===== config.mk =====
export PLATFORM = sky130hd
export DESIGN_NAME = dmem_arbiter_flat
export DESIGN_NICKNAME = d
export VERILOG_FILES = /design/src/rtl/dmem_arbiter_if.sv /design/src/rtl/dmem_arbiter.sv /design/src/flat_wrapper.sv
export SDC_FILE = /design/constraint.sdc
export NUM_CORES = 1
export LEC_CHECK = 0
export CORE_AREA = 2 2 116 118
export DETAILED_ROUTE_END_ITERATION = 8
export DIE_AREA = 0 0 118 120
export GPL_ROUTABILITY_DRIVEN = 1
export PLACE_DENSITY_LB_ADDON = 0.05
export SYNTH_ARGS = -nofsm -noshare
export SYNTH_HDL_FRONTEND = slang
export SYNTH_SLANG_ARGS = --single-unit
export TNS_END_PERCENT = 1

===== constraint.sdc =====
create_clock -name clk_i -period 1.8 [get_ports clk_i]
set_input_delay 0.36 -clock clk_i [delete_from_list [all_inputs] [get_ports clk_i]]
set_output_delay 0.36 -clock clk_i [all_outputs]
set_load 0.02 [all_outputs]

===== src/rtl/dmem_arbiter_if.sv =====
// rtl/dmem_arbiter_if.sv - requester and memory signal bundle for dmem_arbiter
interface dmem_arbiter_if #(
    parameter int X_LEN = 32
);
    logic             p0_req_i;
    logic             p0_we_i;
    logic [X_LEN-1:0] p0_addr_i;
    logic [X_LEN-1:0] p0_wdata_i;
    logic             p0_gnt_o;
    logic             p0_rvalid_o;
    logic [X_LEN-1:0] p0_rdata_o;
    logic             p0_err_o;

    logic             p1_req_i;
    logic             p1_we_i;
    logic [X_LEN-1:0] p1_addr_i;
    logic [X_LEN-1:0] p1_wdata_i;
    logic             p1_gnt_o;
    logic             p1_rvalid_o;
    logic [X_LEN-1:0] p1_rdata_o;
    logic             p1_err_o;

    logic             mem_we_o;
    logic [X_LEN-1:0] mem_addr_o;
    logic [X_LEN-1:0] mem_wdata_o;
    logic [X_LEN-1:0] mem_rdata_i;
    logic             busy_o;

    modport slave (
        input  p0_req_i, p0_we_i, p0_addr_i, p0_wdata_i,
        input  p1_req_i, p1_we_i, p1_addr_i, p1_wdata_i,
        input  mem_rdata_i,
        output p0_gnt_o, p0_rvalid_o, p0_rdata_o, p0_err_o,
        output p1_gnt_o, p1_rvalid_o, p1_rdata_o, p1_err_o,
        output mem_we_o, mem_addr_o, mem_wdata_o, busy_o
    );

    modport master (
        output p0_req_i, p0_we_i, p0_addr_i, p0_wdata_i,
        output p1_req_i, p1_we_i, p1_addr_i, p1_wdata_i,
        output mem_rdata_i,
        input  p0_gnt_o, p0_rvalid_o, p0_rdata_o, p0_err_o,
        input  p1_gnt_o, p1_rvalid_o, p1_rdata_o, p1_err_o,
        input  mem_we_o, mem_addr_o, mem_wdata_o, busy_o
    );
endinterface


===== src/rtl/dmem_arbiter.sv =====
// rtl/dmem_arbiter.sv - two-port data memory arbiter/sequencer (DMEM_ARB_RR_EN selects round-robin)
module dmem_arbiter #(
    parameter int X_LEN = 32
) (
    input  logic          clk_i,
    input  logic          rst_n_i,
    dmem_arbiter_if.slave bus
);
    typedef enum logic [1:0] {IDLE, ACCESS, RESP} state_e;

    state_e           state_q, state_d;
    logic             win_q, win_d;
    logic             load;
    logic             we_q;
    logic [X_LEN-1:0] addr_q;
    logic [X_LEN-1:0] wdata_q;
    logic [X_LEN-1:0] rdata_q;
    logic             err_q;
    logic             aligned;
    logic             pick;

    assign aligned = (addr_q[1:0] == 2'b00);

`ifdef DMEM_ARB_RR_EN
    logic last_q;

    // When both ports contend, favour the port that did not win last time
    always_comb begin
        pick = 1'b0;
        if (bus.p0_req_i && bus.p1_req_i) begin
            pick = ~last_q;
        end else begin
            pick = bus.p1_req_i;
        end
    end

    // Last-winner pointer; reset to 1 so port 0 goes first
    always_ff @(posedge clk_i or negedge rst_n_i) begin
        if (!rst_n_i) begin
            last_q <= 1'b1;
        end else if (load) begin
            last_q <= win_d;
        end
    end
`else
    // Fixed priority: port 1 wins only when port 0 is idle
    always_comb begin
        pick = ~bus.p0_req_i;
    end
`endif

    // State register
    always_ff @(posedge clk_i or negedge rst_n_i) begin
        if (!rst_n_i) begin
            state_q <= IDLE;
            win_q   <= 1'b0;
        end else begin
            state_q <= state_d;
            win_q   <= win_d;
        end
    end

    // Next state: sample requests only in IDLE, then fixed ACCESS -> RESP -> IDLE walk
    always_comb begin
        state_d = state_q;
        win_d   = win_q;
        load    = 1'b0;
        case (state_q)
            IDLE: begin
                if (bus.p0_req_i || bus.p1_req_i) begin
                    load    = 1'b1;
                    win_d   = pick;
                    state_d = ACCESS;
                end
            end
            ACCESS:  state_d = RESP;
            RESP:    state_d = IDLE;
            default: state_d = IDLE;
        endcase
    end

    // Latch the winning request fields; capture the response during ACCESS
    always_ff @(posedge clk_i or negedge rst_n_i) begin
        if (!rst_n_i) begin
            we_q    <= 1'b0;
            addr_q  <= '0;
            wdata_q <= '0;
            rdata_q <= '0;
            err_q   <= 1'b0;
        end else begin
            if (load) begin
                we_q    <= win_d ? bus.p1_we_i    : bus.p0_we_i;
                addr_q  <= win_d ? bus.p1_addr_i  : bus.p0_addr_i;
                wdata_q <= win_d ? bus.p1_wdata_i : bus.p0_wdata_i;
            end
            if (state_q == ACCESS) begin
                rdata_q <= aligned ? bus.mem_rdata_i : '0;
                err_q   <= ~aligned;
            end
        end
    end

    // Outputs decoded only from registered state so no input reaches an output combinationally
    assign bus.busy_o      = (state_q != IDLE);
    assign bus.mem_we_o    = (state_q == ACCESS) && we_q && aligned;
    assign bus.mem_addr_o  = addr_q;
    assign bus.mem_wdata_o = wdata_q;

    assign bus.p0_gnt_o    = (state_q == ACCESS) && !win_q;
    assign bus.p1_gnt_o    = (state_q == ACCESS) &&  win_q;
    assign bus.p0_rvalid_o = (state_q == RESP)   && !win_q;
    assign bus.p1_rvalid_o = (state_q == RESP)   &&  win_q;
    assign bus.p0_err_o    = bus.p0_rvalid_o && err_q;
    assign bus.p1_err_o    = bus.p1_rvalid_o && err_q;
    assign bus.p0_rdata_o  = bus.p0_rvalid_o ? rdata_q : '0;
    assign bus.p1_rdata_o  = bus.p1_rvalid_o ? rdata_q : '0;
endmodule


===== src/flat_wrapper.sv =====
// flat-port wrapper written by rule: the top's interface ports become plain ports
module dmem_arbiter_flat 
#(
    parameter int X_LEN = 32
)
  (clk_i, rst_n_i, bus_p0_req_i, bus_p0_we_i, bus_p0_addr_i, bus_p0_wdata_i, bus_p1_req_i, bus_p1_we_i, bus_p1_addr_i, bus_p1_wdata_i, bus_mem_rdata_i, bus_p0_gnt_o, bus_p0_rvalid_o, bus_p0_rdata_o, bus_p0_err_o, bus_p1_gnt_o, bus_p1_rvalid_o, bus_p1_rdata_o, bus_p1_err_o, bus_mem_we_o, bus_mem_addr_o, bus_mem_wdata_o, bus_busy_o);
  dmem_arbiter_if #(.X_LEN(X_LEN)) bus_i ();
  input  logic clk_i;
  input  logic rst_n_i;
  input wire logic [$bits(bus_i.p0_req_i)-1:0] bus_p0_req_i;
  input wire logic [$bits(bus_i.p0_we_i)-1:0] bus_p0_we_i;
  input wire logic [$bits(bus_i.p0_addr_i)-1:0] bus_p0_addr_i;
  input wire logic [$bits(bus_i.p0_wdata_i)-1:0] bus_p0_wdata_i;
  input wire logic [$bits(bus_i.p1_req_i)-1:0] bus_p1_req_i;
  input wire logic [$bits(bus_i.p1_we_i)-1:0] bus_p1_we_i;
  input wire logic [$bits(bus_i.p1_addr_i)-1:0] bus_p1_addr_i;
  input wire logic [$bits(bus_i.p1_wdata_i)-1:0] bus_p1_wdata_i;
  input wire logic [$bits(bus_i.mem_rdata_i)-1:0] bus_mem_rdata_i;
  output wire logic [$bits(bus_i.p0_gnt_o)-1:0] bus_p0_gnt_o;
  output wire logic [$bits(bus_i.p0_rvalid_o)-1:0] bus_p0_rvalid_o;
  output wire logic [$bits(bus_i.p0_rdata_o)-1:0] bus_p0_rdata_o;
  output wire logic [$bits(bus_i.p0_err_o)-1:0] bus_p0_err_o;
  output wire logic [$bits(bus_i.p1_gnt_o)-1:0] bus_p1_gnt_o;
  output wire logic [$bits(bus_i.p1_rvalid_o)-1:0] bus_p1_rvalid_o;
  output wire logic [$bits(bus_i.p1_rdata_o)-1:0] bus_p1_rdata_o;
  output wire logic [$bits(bus_i.p1_err_o)-1:0] bus_p1_err_o;
  output wire logic [$bits(bus_i.mem_we_o)-1:0] bus_mem_we_o;
  output wire logic [$bits(bus_i.mem_addr_o)-1:0] bus_mem_addr_o;
  output wire logic [$bits(bus_i.mem_wdata_o)-1:0] bus_mem_wdata_o;
  output wire logic [$bits(bus_i.busy_o)-1:0] bus_busy_o;
  assign bus_i.p0_req_i = bus_p0_req_i;
  assign bus_i.p0_we_i = bus_p0_we_i;
  assign bus_i.p0_addr_i = bus_p0_addr_i;
  assign bus_i.p0_wdata_i = bus_p0_wdata_i;
  assign bus_i.p1_req_i = bus_p1_req_i;
  assign bus_i.p1_we_i = bus_p1_we_i;
  assign bus_i.p1_addr_i = bus_p1_addr_i;
  assign bus_i.p1_wdata_i = bus_p1_wdata_i;
  assign bus_i.mem_rdata_i = bus_mem_rdata_i;
  assign bus_p0_gnt_o = bus_i.p0_gnt_o;
  assign bus_p0_rvalid_o = bus_i.p0_rvalid_o;
  assign bus_p0_rdata_o = bus_i.p0_rdata_o;
  assign bus_p0_err_o = bus_i.p0_err_o;
  assign bus_p1_gnt_o = bus_i.p1_gnt_o;
  assign bus_p1_rvalid_o = bus_i.p1_rvalid_o;
  assign bus_p1_rdata_o = bus_i.p1_rdata_o;
  assign bus_p1_err_o = bus_i.p1_err_o;
  assign bus_mem_we_o = bus_i.mem_we_o;
  assign bus_mem_addr_o = bus_i.mem_addr_o;
  assign bus_mem_wdata_o = bus_i.mem_wdata_o;
  assign bus_busy_o = bus_i.busy_o;
  dmem_arbiter #(.X_LEN(X_LEN)) u_core (.clk_i(clk_i), .rst_n_i(rst_n_i), .bus(bus_i));
endmodule

==> out/qor.yml <==
ys_top_cells_by_area: "dfrtp_1 55%, and2_1 18%, a221o_1 14%"
clock_skew_ns: 0.00761
ys_types: 18
cp.arrival_ns: 1.56
reg2reg_depth: 6
grt_first_pass_wirelength_um: 24400
status: "complete, but fails checks"
antenna_cells: 0
setup_ws_ns: -0.116
cts.path.max_buffers: 2
cts-buffers-inserted: 9
final_layout_size_suffix_gt1_share_pct: 23.8
failed_checks: "negative setup slack"
dp_hpwl_um: 11400
yosysTopAreaCell: "dfrtp_1"
min_period_ns: 1.92
finalCritPeriodShare_pct: 106
coreArea_mm2: 0.0130
post-route-drc-count: 0
clock-root-buffer: "clkbuf_16"
path_max_fanout: 17
place.gp.congestion: 0.774
postRouteAntennaNets: 0
dieArea_mm2: 0.0142
synth.top_cell.area_share_pct: 55.2
setup_viol: 69
cap_violations: 0
end_kind: "output port"
reg2reg_from: "u_core.state_q[0]$_DFFE_PN0P_"
die_w_um: 118
hold_violations: 0
area_growth_pct: 85.2
row_count: 42
nets: 851
antenna_found_initial: 0
clk_latency_ns: 0.34
pwr_density_cell_mw_per_mm2: 1510
rr_endpoint: "u_core.bus.mem_wdata_o[14]$_DFFE_PN0P_"
yosysWarnings: 0
cts.clk_slew.worst_paths_ns: 0.07
drt-total-wl_um: 15900
port_buffers: 301
leakagePower_nw: 3.76
viasPerCell: 4.95
crit_type: "reg -> out"
num_io_pins: 302
maxSlewViolCount: 0
critPathRequiredTime_ns: 1.44
synth-seq-cells: 101
netlist_area_mm2: 0.00458
vias: 4285
post_drt_wl_per_cell_um: 18.4
synth_nets: 547
grt_start_max_net_pins: 66
syn_area_per_cell_um2: 12.0
syn_inst: 381
fmax_mhz: 522
cp-start-kind: "flip-flop"
grt-ovfl-total: 0
grt_pass1_vias: 4549
dp_slack_ns: -0.170
dr.pass1.iters: 4
drtIter0Drc: 235
reg2reg_slack_ns: 0.11
grt_usage_pct: 22.1
die_h_um: 120
initial_core_util_pct: 35.3
whs_ns: 0.494
htree_levels: 3
rsz0062_at_grt: "true"
clkSinkCount: 101
tritoncts: "done"
power_mw: 12.8
ir_drop_mv: 0.714
slew_headroom_pct: 72.3
seq_area_frac_synth_pct: 55.2
worst_pin_slew_ns: 0.416
hold_path.class: "in -> async"
-- how the worst max path moves through the flow --
stage,startpoint,end,slack (ns),cells past startpoint
after CTS,u_core.state_q[0]$_DFFE_PN0P_,bus_p1_rdata_o[24],-0.14,5
after floorplan,u_core.state_q[0]$_DFFE_PN0P_,bus_p0_rdata_o[22],0.07,3
after global placement,u_core.state_q[0]$_DFFE_PN0P_,bus_p1_rdata_o[0],-0.14,4
after detailed placement,u_core.state_q[0]$_DFFE_PN0P_,bus_mem_we_o,-0.17,5
after global routing,flip-flop,bus_p1_rdata_o[20],-0.18,5
final,flip-flop,bus_p1_rdata_o[28],-0.12,5
-- synth_stat cells --
cell and count:
and2_1 133, buf_6 3, buf_2 18, a21oi_1 1
nand2b_1 1, nor2_2 1, nor4b_2 1, nor3b_2 1
and2_4 1, inv_1 3, clkbuf_1 13, nor2_1 4
o21ai_2 1, a22o_1 32, dfrtp_1 101, nor3_4 1
and3b_1 1, a221o_1 65
-- per-layer routing --
| metal | track usage [%] | part of all wire (%) |
|---|---|---|
| met1 | 24.7 | 39 |
| met2 | 39.6 | 52 |
| met3 | 6.75 | 7.2 |
| met4 | 8.13 | 2.6 |
| met5 | 0 | 0 |
-- power by group --
group          total [mW]  internal [mW]  switching [mW]
combinational        6.64           3.50            3.14
sequential           4.12           3.37           0.757
clock                2.00           1.19           0.808
-- final cells by class --
cell class / instances / area [um^2]
Timing Repair Buffer: 327 / 3400
Fill cell: 1047 / 4500
Inverter: 3 / 11.3
Multi-Input combinational cell: 243 / 2010
Sequential cell: 101 / 2530
Tap cell: 176 / 220
Clock inverter: 3 / 42.5
Clock buffer: 13 / 270
-- registers in the layout (all words and copies together), names as in the netlist, named ones only --
name and count:
u_core.state_q 2, u_core.err_q 1, u_core.we_q 1, u_core.rdata_q 32, u_core.bus.mem_wdata_o 32, u_core.bus.mem_addr_o 32
-- kinds of logic after synthesis --
family                 Yosys count  synth area share, %
buffers and inverters           37                 4.02
and+or+nand+nor                144                 20.1
AOI/OAI and AO/OA               99                 20.6
DFF                            101                 55.2
-- worst max-delay path: stages (launching register included) --
cell and delay (ns):
dfrtp_1 0.42, and3b_2 0.24, buf_6 0.12, buf_12 0.14, and2_1 0.17, buf_6 0.13
-- per-stage QoR --
stage | instance area (um^2) | utilization [%] | TNS [ns] | std cells
final | 8480 | 65.3 | -4.80 | 866
after global routing | 8480 | 65.3 | -10.41 | 866
after CTS | 8350 | 64.3 | -6.55 | 866
after detailed placement | 7870 | 60.7 | -13.66 | 842
after global placement | 7870 | 60.7 | -10.97 | 842
after floorplan | 4580 | - | 0 | 381
-- timing repair --
item                                    4_1_cts  5_1_grt
endpoints found under the setup margin       74       72
gates cloned                                  3        0
hold buffers                                  1        0
pin swaps                                    17       19
resized for setup                           419       58
buffers inserted                              4        2
endpoints found under the hold margin        26        0
-- placed cells by master (no fill, tap or decap), types with 2 or more instances in the layout --
cell             synthesis  layout
a221o_1                 65      65
a22o_1                  32      32
and2_1                 133      90
and2_4                   1      44
buf_12                   0       6
buf_16                   0       2
buf_2                   18       3
buf_4                    0      17
buf_6                    3      69
clkbuf_16                0       9
clkbuf_8                 0       3
clkdlybuf4s50_1          0     226
dfrtp_1                101     101
dlygate4sd2_1            0       2
inv_1                    3       3
nor2_1                   4       4
Note: power is estimated with default switching activity, not from simulation.
